$ cat src/rtl/fft8_result_serializer_if.sv
// fft8_result_serializer_if: bin stream from the serializer to its consumer
interface fft8_result_serializer_if #(parameter int W = 16);
    logic         out_valid;
    logic         out_ready;
    logic [W-1:0] out_re;
    logic [W-1:0] out_im;
    logic [2:0]   out_index;
    logic         out_last;
    modport master (output out_valid, out_re, out_im, out_index, out_last, input out_ready);
    modport slave  (input out_valid, out_re, out_im, out_index, out_last, output out_ready);
endinterface

$ cat src/rtl/fft8_result_serializer.sv
// fft8_result_serializer: buffers whole FFT result frames and streams them out bin by bin
module fft8_result_serializer #(
    parameter int INT_SIZE  = 8,
    parameter int FRAC_SIZE = 8,
    parameter int FRAMES    = 2,
    localparam int W        = INT_SIZE + FRAC_SIZE
) (
    input  logic                      clk,
    input  logic                      rst_n,
    input  logic                      result_valid,
    input  logic [8*W-1:0]            in_re,
    input  logic [8*W-1:0]            in_im,
    fft8_result_serializer_if.master  os,
    output logic                      overflow,
    input  logic                      clear_overflow,
    output logic [7:0]                drop_count
);
    localparam int PW = $clog2(FRAMES);
    localparam int CW = $clog2(FRAMES + 1);
    localparam logic [CW-1:0] FULL_CNT = CW'(FRAMES);
    typedef enum logic [1:0] {EMPTY, STREAMING, FULL} state_t;
    state_t        state;
    logic [W-1:0]  mem_re [FRAMES*8];
    logic [W-1:0]  mem_im [FRAMES*8];
    logic [PW-1:0] wr_ptr, rd_ptr;
    logic [CW-1:0] cnt, cnt_n;
    logic [2:0]    idx;
    logic          valid, pop, pop_last, accept, drop;
    always_comb begin
        valid    = state != EMPTY;
        pop      = valid & os.out_ready;
        pop_last = pop & (idx == 3'd7);
        // a full buffer still takes a frame when the head frame leaves on this edge
        accept   = result_valid & ((cnt != FULL_CNT) | pop_last);
        drop     = result_valid & ~accept;
        cnt_n    = cnt + CW'(accept) - CW'(pop_last);
    end
    always_ff @(posedge clk or negedge rst_n) begin
        if (!rst_n) begin
            state      <= EMPTY;
            cnt        <= '0;
            idx        <= '0;
            wr_ptr     <= '0;
            rd_ptr     <= '0;
            overflow   <= 1'b0;
            drop_count <= '0;
        end else begin
            cnt   <= cnt_n;
            state <= cnt_n == '0 ? EMPTY : cnt_n == FULL_CNT ? FULL : STREAMING;
            if (pop) idx <= idx + 3'd1;
            if (pop_last) rd_ptr <= rd_ptr + PW'(1);
            if (accept) wr_ptr <= wr_ptr + PW'(1);
            if (drop) begin
                overflow   <= 1'b1;
                drop_count <= clear_overflow ? 8'd1 : drop_count + {7'd0, drop_count != 8'hff};
            end else if (clear_overflow) begin
                overflow   <= 1'b0;
                drop_count <= '0;
            end
        end
    end
    always_ff @(posedge clk) begin
        if (accept) begin
            for (int k = 0; k < 8; k++) begin
                mem_re[{wr_ptr, 3'(k)}] <= in_re[k*W +: W];
                mem_im[{wr_ptr, 3'(k)}] <= in_im[k*W +: W];
            end
        end
    end
    always_comb begin
        os.out_valid = valid;
        os.out_re    = valid ? mem_re[{rd_ptr, idx}] : '0;
        os.out_im    = valid ? mem_im[{rd_ptr, idx}] : '0;
        os.out_index = idx;
        os.out_last  = idx == 3'd7;
    end
endmodule

$ cat src/flat_wrapper.sv
// flat-port wrapper written by rule: the top's interface ports become plain ports
module fft8_result_serializer_flat 
#(
    parameter int INT_SIZE  = 8,
    parameter int FRAC_SIZE = 8,
    parameter int FRAMES    = 2,
    localparam int W        = INT_SIZE + FRAC_SIZE
)
  (clk, rst_n, result_valid, in_re, in_im, overflow, clear_overflow, drop_count, os_out_valid, os_out_re, os_out_im, os_out_index, os_out_last, os_out_ready);
  fft8_result_serializer_if #(.W(16)) os_i ();
  input  logic clk;
  input  logic rst_n;
  input  logic result_valid;
  input  logic [8*W-1:0] in_re;
  input  logic [8*W-1:0] in_im;
  output logic overflow;
  input  logic clear_overflow;
  output logic [7:0] drop_count;
  output wire logic [$bits(os_i.out_valid)-1:0] os_out_valid;
  output wire logic [$bits(os_i.out_re)-1:0] os_out_re;
  output wire logic [$bits(os_i.out_im)-1:0] os_out_im;
  output wire logic [$bits(os_i.out_index)-1:0] os_out_index;
  output wire logic [$bits(os_i.out_last)-1:0] os_out_last;
  input wire logic [$bits(os_i.out_ready)-1:0] os_out_ready;
  assign os_out_valid = os_i.out_valid;
  assign os_out_re = os_i.out_re;
  assign os_out_im = os_i.out_im;
  assign os_out_index = os_i.out_index;
  assign os_out_last = os_i.out_last;
  assign os_i.out_ready = os_out_ready;
  fft8_result_serializer #(.INT_SIZE(INT_SIZE), .FRAC_SIZE(FRAC_SIZE), .FRAMES(FRAMES)) u_core (.clk(clk), .rst_n(rst_n), .result_valid(result_valid), .in_re(in_re), .in_im(in_im), .os(os_i), .overflow(overflow), .clear_overflow(clear_overflow), .drop_count(drop_count));
endmodule
$ cat config.mk
export PLATFORM = sky130hd
export DESIGN_NAME = fft8_result_serializer_flat
export DESIGN_NICKNAME = d
export VERILOG_FILES = /design/src/rtl/fft8_result_serializer_if.sv /design/src/rtl/fft8_result_serializer.sv /design/src/flat_wrapper.sv
export SDC_FILE = /design/constraint.sdc
export NUM_CORES = 1
export LEC_CHECK = 0
export CAP_MARGIN = 20
export CORE_MARGIN = 2
export CORE_UTILIZATION = 46
export CTS_CLUSTER_SIZE = 30
export DETAILED_ROUTE_END_ITERATION = 8
export GPL_ROUTABILITY_DRIVEN = 0
export PLACE_DENSITY = 0.7
export SYNTH_ARGS = -nofsm -noshare
export SYNTH_HDL_FRONTEND = slang
export SYNTH_SLANG_ARGS = --single-unit
export TNS_END_PERCENT = 1
$ cat constraint.sdc
create_clock -name clk -period 24.6 [get_ports clk]
set_input_delay 3.69 -clock clk [delete_from_list [all_inputs] [get_ports clk]]
set_output_delay 3.69 -clock clk [all_outputs]
set_load 0.05 [all_outputs]
After elaboration in Yosys (flattened, before gate mapping)
Memories as Yosys holds them, arrays and structs flattened.
Index checks and enable logic that the tools add are counted.

storage, ports and cells
  register bits = 18
  RAM bits = 512
  memories = 2
  output and inout port bits = 46
  input bits = 261
  logic and storage cells = 39

operators by class
  mux-type cells = 11
  add/sub/neg operators = 6
  equal/unequal tests = 4
  reduce and logical (&&, ||, !) cells = 3
  bitwise operators = 6

memories
  memory         words  bits a word  rd ports  clocked after Yosys merged registers in  wr ports  RTL line                      source
  u_core.mem_im  16     16           1         0                                        8         fft8_result_serializer.sv:24  logic [W-1:0] mem_im [FRAMES*8];
  u_core.mem_re  16     16           1         0                                        8         fft8_result_serializer.sv:23  logic [W-1:0] mem_re [FRAMES*8];

operators with widths
  kind                   count
  $mux W16               2
  $mux W8                3
  $add A8 B1 Y8          1
  $ne A8 B8 Y1 const B   1
  $and A1 B1 Y1          4
  $mux W1                4
  $mux W2                2
  $reduce_bool A2 Y1     2
  $add A3 B1 Y3 const B  1
  $eq A3 B3 Y1 const B   1
  $add A1 B1 Y1 const B  2
  $add A2 B1 Y2          1
  $eq A2 B2 Y1 const B   1
  $logic_not A2 Y1       1
  $ne A2 B2 Y1 const B   1
  $sub A2 B1 Y2          1
  $not A1 Y1             1
  $or A1 B1 Y1           1

Longest topological paths before layout
  depth in word-level cells = 10
  depth in mapped cells = 10
  depth with buffers taken out = 10

Worst setup path before layout
No wires, ideal clock.

  path type = input -> register
  start point = input port os_out_ready
  end point = memory u_core.mem_im[0][0], enable pin
  stages = 4
  library setup time = 877 ps
  arrival = 14661 ps
  path slack = 9062 ps
  required time = 23723 ps
  path buffers = 0
  cells stage by stage = nand3_1 > nand2_1 > nand2_1 > nor2_1

RTL lines
  element      RTL line                      source
  from (decl)  flat_wrapper.sv:24            input wire logic [$bits(os_i.out_ready)-1:0] os_out_ready;
  to (decl)    fft8_result_serializer.sv:24

Worst setup path in the final report
  start point = register u_core.idx[0] (netlist: u_core.os.out_index[0])
  end point = output port os_out_re[5]

on the way
  cells in the longest elaborated chain, start to end = 2

RTL lines
  element                 RTL line                      source
  from (decl)             fft8_result_serializer.sv:27  logic [2:0] idx;
  from (signal assigned)  fft8_result_serializer.sv:50  if (pop) idx <= idx + 3'd1;
  $mem_v2 Z16 W16         -
  $mux W16                fft8_result_serializer.sv:72  os.out_re = valid ? mem_re[{rd_ptr, idx}] : '0;
  to (decl)               flat_wrapper.sv:20            output wire logic [$bits(os_i.out_re)-1:0] os_out_re;

No other way between the ends.

==> results by group <==
Outcome
  – Outcome: complete, no violations

Synthesis
  – Top FF cell, synth: edfxtp_1
  – Post-synth ARST share: 3.21%
  – Mapped Cells: about 1100
  – Syn. warnings: 0
  – Synth area leaders: edfxtp_1 74%, mux2i_1 12%, a22oi_1 4.7%, dfrtp_1 2.1%, nand2_1 1.3%
  – Net Count, Synth: approximately 1400
  – Yosys top cell area share: 74.5%
  – Cell variety after synth: 36
  – FF+latch count, synth: about 530
  – Register area share after synthesis: about 77%
  – Netlist Area Pre-Place: 0.0206 mm^2
  – Avg Cell Area, Syn: 18.1 um^2
  – Post-synth top area cell: edfxtp_1
  – Post-synth EDFFs: just over 500

Power and ir drop
  – Clock power frac: 23.4%
  – Static Leakage: 9.30 nW
  – Net Sw Power: 1.15 mW
  – Comb pwr share: 36.7%
  – Power density over the cells: 126 mW/mm^2
  – Switching share of power: 35.5%
  – Reg power frac: 39.9%
  – Total Power: 3.25 mW
  – Peak VDD IR: ~0.097 mV
  – Cell Int Power: 2.09 mW

Clocking
  – Depth of the CTS H-tree: 2
  – CTS Buf Count: 53
  – Root buffer cell: clkbuf_16
  – Worst-Skew Late Latency: 590 ps
  – Post_cts resized: 0
  – Clk sinks: 529
  – CTS tree: done
  – Number of post-CTS setup repair buffers: 0
  – Clock transition time at the flip-flop clock pins of the worst setup and hold paths: 60 ps
  – Clk buf depth: 3
  – Hold buffers post-CTS: 0

Placement
  – HPWL Detailed: 26600 um
  – Input/output buffers: 306
  – Placed Area: 0.0242 mm^2
  – Pre-CTS setup slack: 16630 ps

Die
  – Starting density of the core: 46.7%
  – Die Wd: 216 um
  – Die boundary height: 216 um
  – Row cnt: 77
  – Area of the die: between 0.04 and 0.05 mm^2
  – Io pins: 307
  – Core ar.: 0.0442 mm^2

Timing
  – Worst Tran Pin Value: around 1100 ps
  – Relative slew margins: 26.4%
  – FMAX: 0.116 GHz
  – Unrepaired setup endpoints after global routing: false
  – Slew Viols, Final: 0
  – Sum Neg Setup Slack: 0 ps
  – Tmin final: between 8000 and 9000 ps
  – Worst hold slack: a little over 500 ps
  – PnR worst setup slack: around 16000 ps
  – Final Setup Violations: 0
  – Final Hold Fails: 0
  – Clock skew: slightly below 20 ps
  – Tcrit/Tclk final: 34.9%

Route
  – DRC: 0
  – Vias per inst: 5.46
  – Final ANT Viol Nets: 0
  – Routed wire length: 44700 um
  – Router iterations before antenna repair: 8
  – DRT iter0 DRCs: 971
  – Routed len/inst: 21.4 um
  – Vias: 11400

Critical path
  – Crit-path max FO: 64
  – Slack of the worst reg-to-reg path: 19220 ps
  – Startpoint types: flip-flop
  – CP Capture Type: output port
  – WP data arrival: 4900 ps
  – Kind of critical path: flip-flop to output port
  – Worst endpoint required time: 20910 ps

Finish
  – P&R area growth vs syn: 25.2%
  – Layout cells sized above 1: 6.64%
  – Fin area: about 0.026 mm^2
  – Nets: roughly 1700

Global routing
  – GRT Total Usage: roughly a fifth
  – Number of global-route vias before repair: 11800
  – First-pass GRT wire length: around 67000 um
  – Initial antenna violation count: 6
  – GRT overflow: 0
  – Largest net degree at the start of global routing: 177

Worst hold path
  – Hold Path Class: flip-flop to flip-flop

Run
  – Max-cap violations: 0
-- synth_stat cells, types with 3 or more instances --
master and n:
edfxtp_1 512, mux2i_1 257, a22oi_1 128, nand2_1 70
o22ai_1 32, dfrtp_1 17, clkbuf_1 15, buf_1 14
buf_4 14, buf_6 13, buf_2 8, nor2_1 7
ha_1 6, xnor2_1 6, inv_1 5, and3_1 4
a21oi_1 3, nand3_1 3, nor2b_1 3, o21ai_0 3
-- layout make-up --
class | instances | area, um^2
fill | 3285 | 18400
sequential | 529 | 15800
multi-input combinational | 543 | 4460
timing repair buffer | 321 | 3190
clock buffer | 62 | 1380
tap | 592 | 741
clock inverter | 31 | 245
inverter | 5 | 18.8
antenna | 3 | 7.51
-- sequential cells by signal (all words and copies together), names as in the netlist --
register,count
u_core.rd_ptr,1
u_core.state,1
u_core.overflow,1
u_core.drop_count,8
u_core.cnt,2
u_core.wr_ptr,1
u_core.mem_im,256
u_core.os.out_index,3
u_core.mem_re,256
-- critical path: stages (launching register included) --
cell and delay, ps:
dfrtp_4 770, buf_4 850, buf_4 950, mux2i_1 180, a22oi_1 220, nand2_1 70, o22ai_1 290, clkdlybuf4s50_1 880
-- through the flow --
stage / std cells / util [%]
CTS: 2083 / 58.4
floorplan: 1141 / -
global route: 2085 / 58.4
detailed placement: 1990 / 54.7
global placement: 1990 / 54.7
finish: 2086 / 58.4
-- power groups by stage --
stage	logic (mW)	registers, mW	clock network, mW
floorplan	0.851	1.38	0
global placement	1.18	1.31	0
detailed placement	1.19	1.32	0
CTS	1.20	1.30	0.777
global route	1.27	1.31	0.810
finish	1.19	1.30	0.759
-- logic make-up after synthesis --
family	after synthesis	share of synthesized area, %
and+or+nand+nor	102	2.29
xor gates and xnor gates	8	0.340
buffers and inverters	69	2.03
DFF	529	76.6
AOI/OAI and AO/OA	168	5.84
adders and majority gates	6	0.364
muxes	259	12.6
-- path summary, 6_finish.rpt --
path / startpoint / to / cells after the start
max: u_core.os.out_index[0]$_DFFE_PN0P_ / os_out_re[5] / 7
min: u_core.cnt[1]$_DFF_PN0_ / u_core.cnt[1]$_DFF_PN0_ / 1
max reg2reg: u_core.os.out_index[0]$_DFFE_PN0P_ / u_core.mem_re[14][1]$_DFFE_PP_ / 8
min reg2reg: u_core.cnt[1]$_DFF_PN0_ / u_core.cnt[1]$_DFF_PN0_ / 1
max in group asynchronous: rst_n / u_core.os.out_index[0]$_DFFE_PN0P_ / 1
min in group asynchronous: rst_n / u_core.drop_count[6]$_DFFE_PN0P_ / 1
-- per-layer routing --
metal  track usage (%)  up-vias  routed length [um]
met2              31.7      450               21800
met4              7.03        8                1210
li1                  -     5201                   -
met5                 0        -                  59
met1              24.4     5626               18500
met3              4.44       97                3170
-- placed cells by master, fill, tap and decap left out, drive strengths merged, types with 2 or more instances in the layout --
master,count
clkinv,27
nand3,4
buf,15
bufinv,4
clkbuf,62
ha,6
mux2i,257
dfrtp,17
clkdlybuf4s50,306
xor2,2
nand4,2
o31ai,2
inv,5
or4,2
a22oi,128
o21ai,3
nor2b,3
edfxtp,512
xnor2,6
and3,5
o22ai,32
diode,3
a21oi,3
nor2,7
nand2,70
mux2,2
No activity file was read; power rests on OpenSTA's default activity.
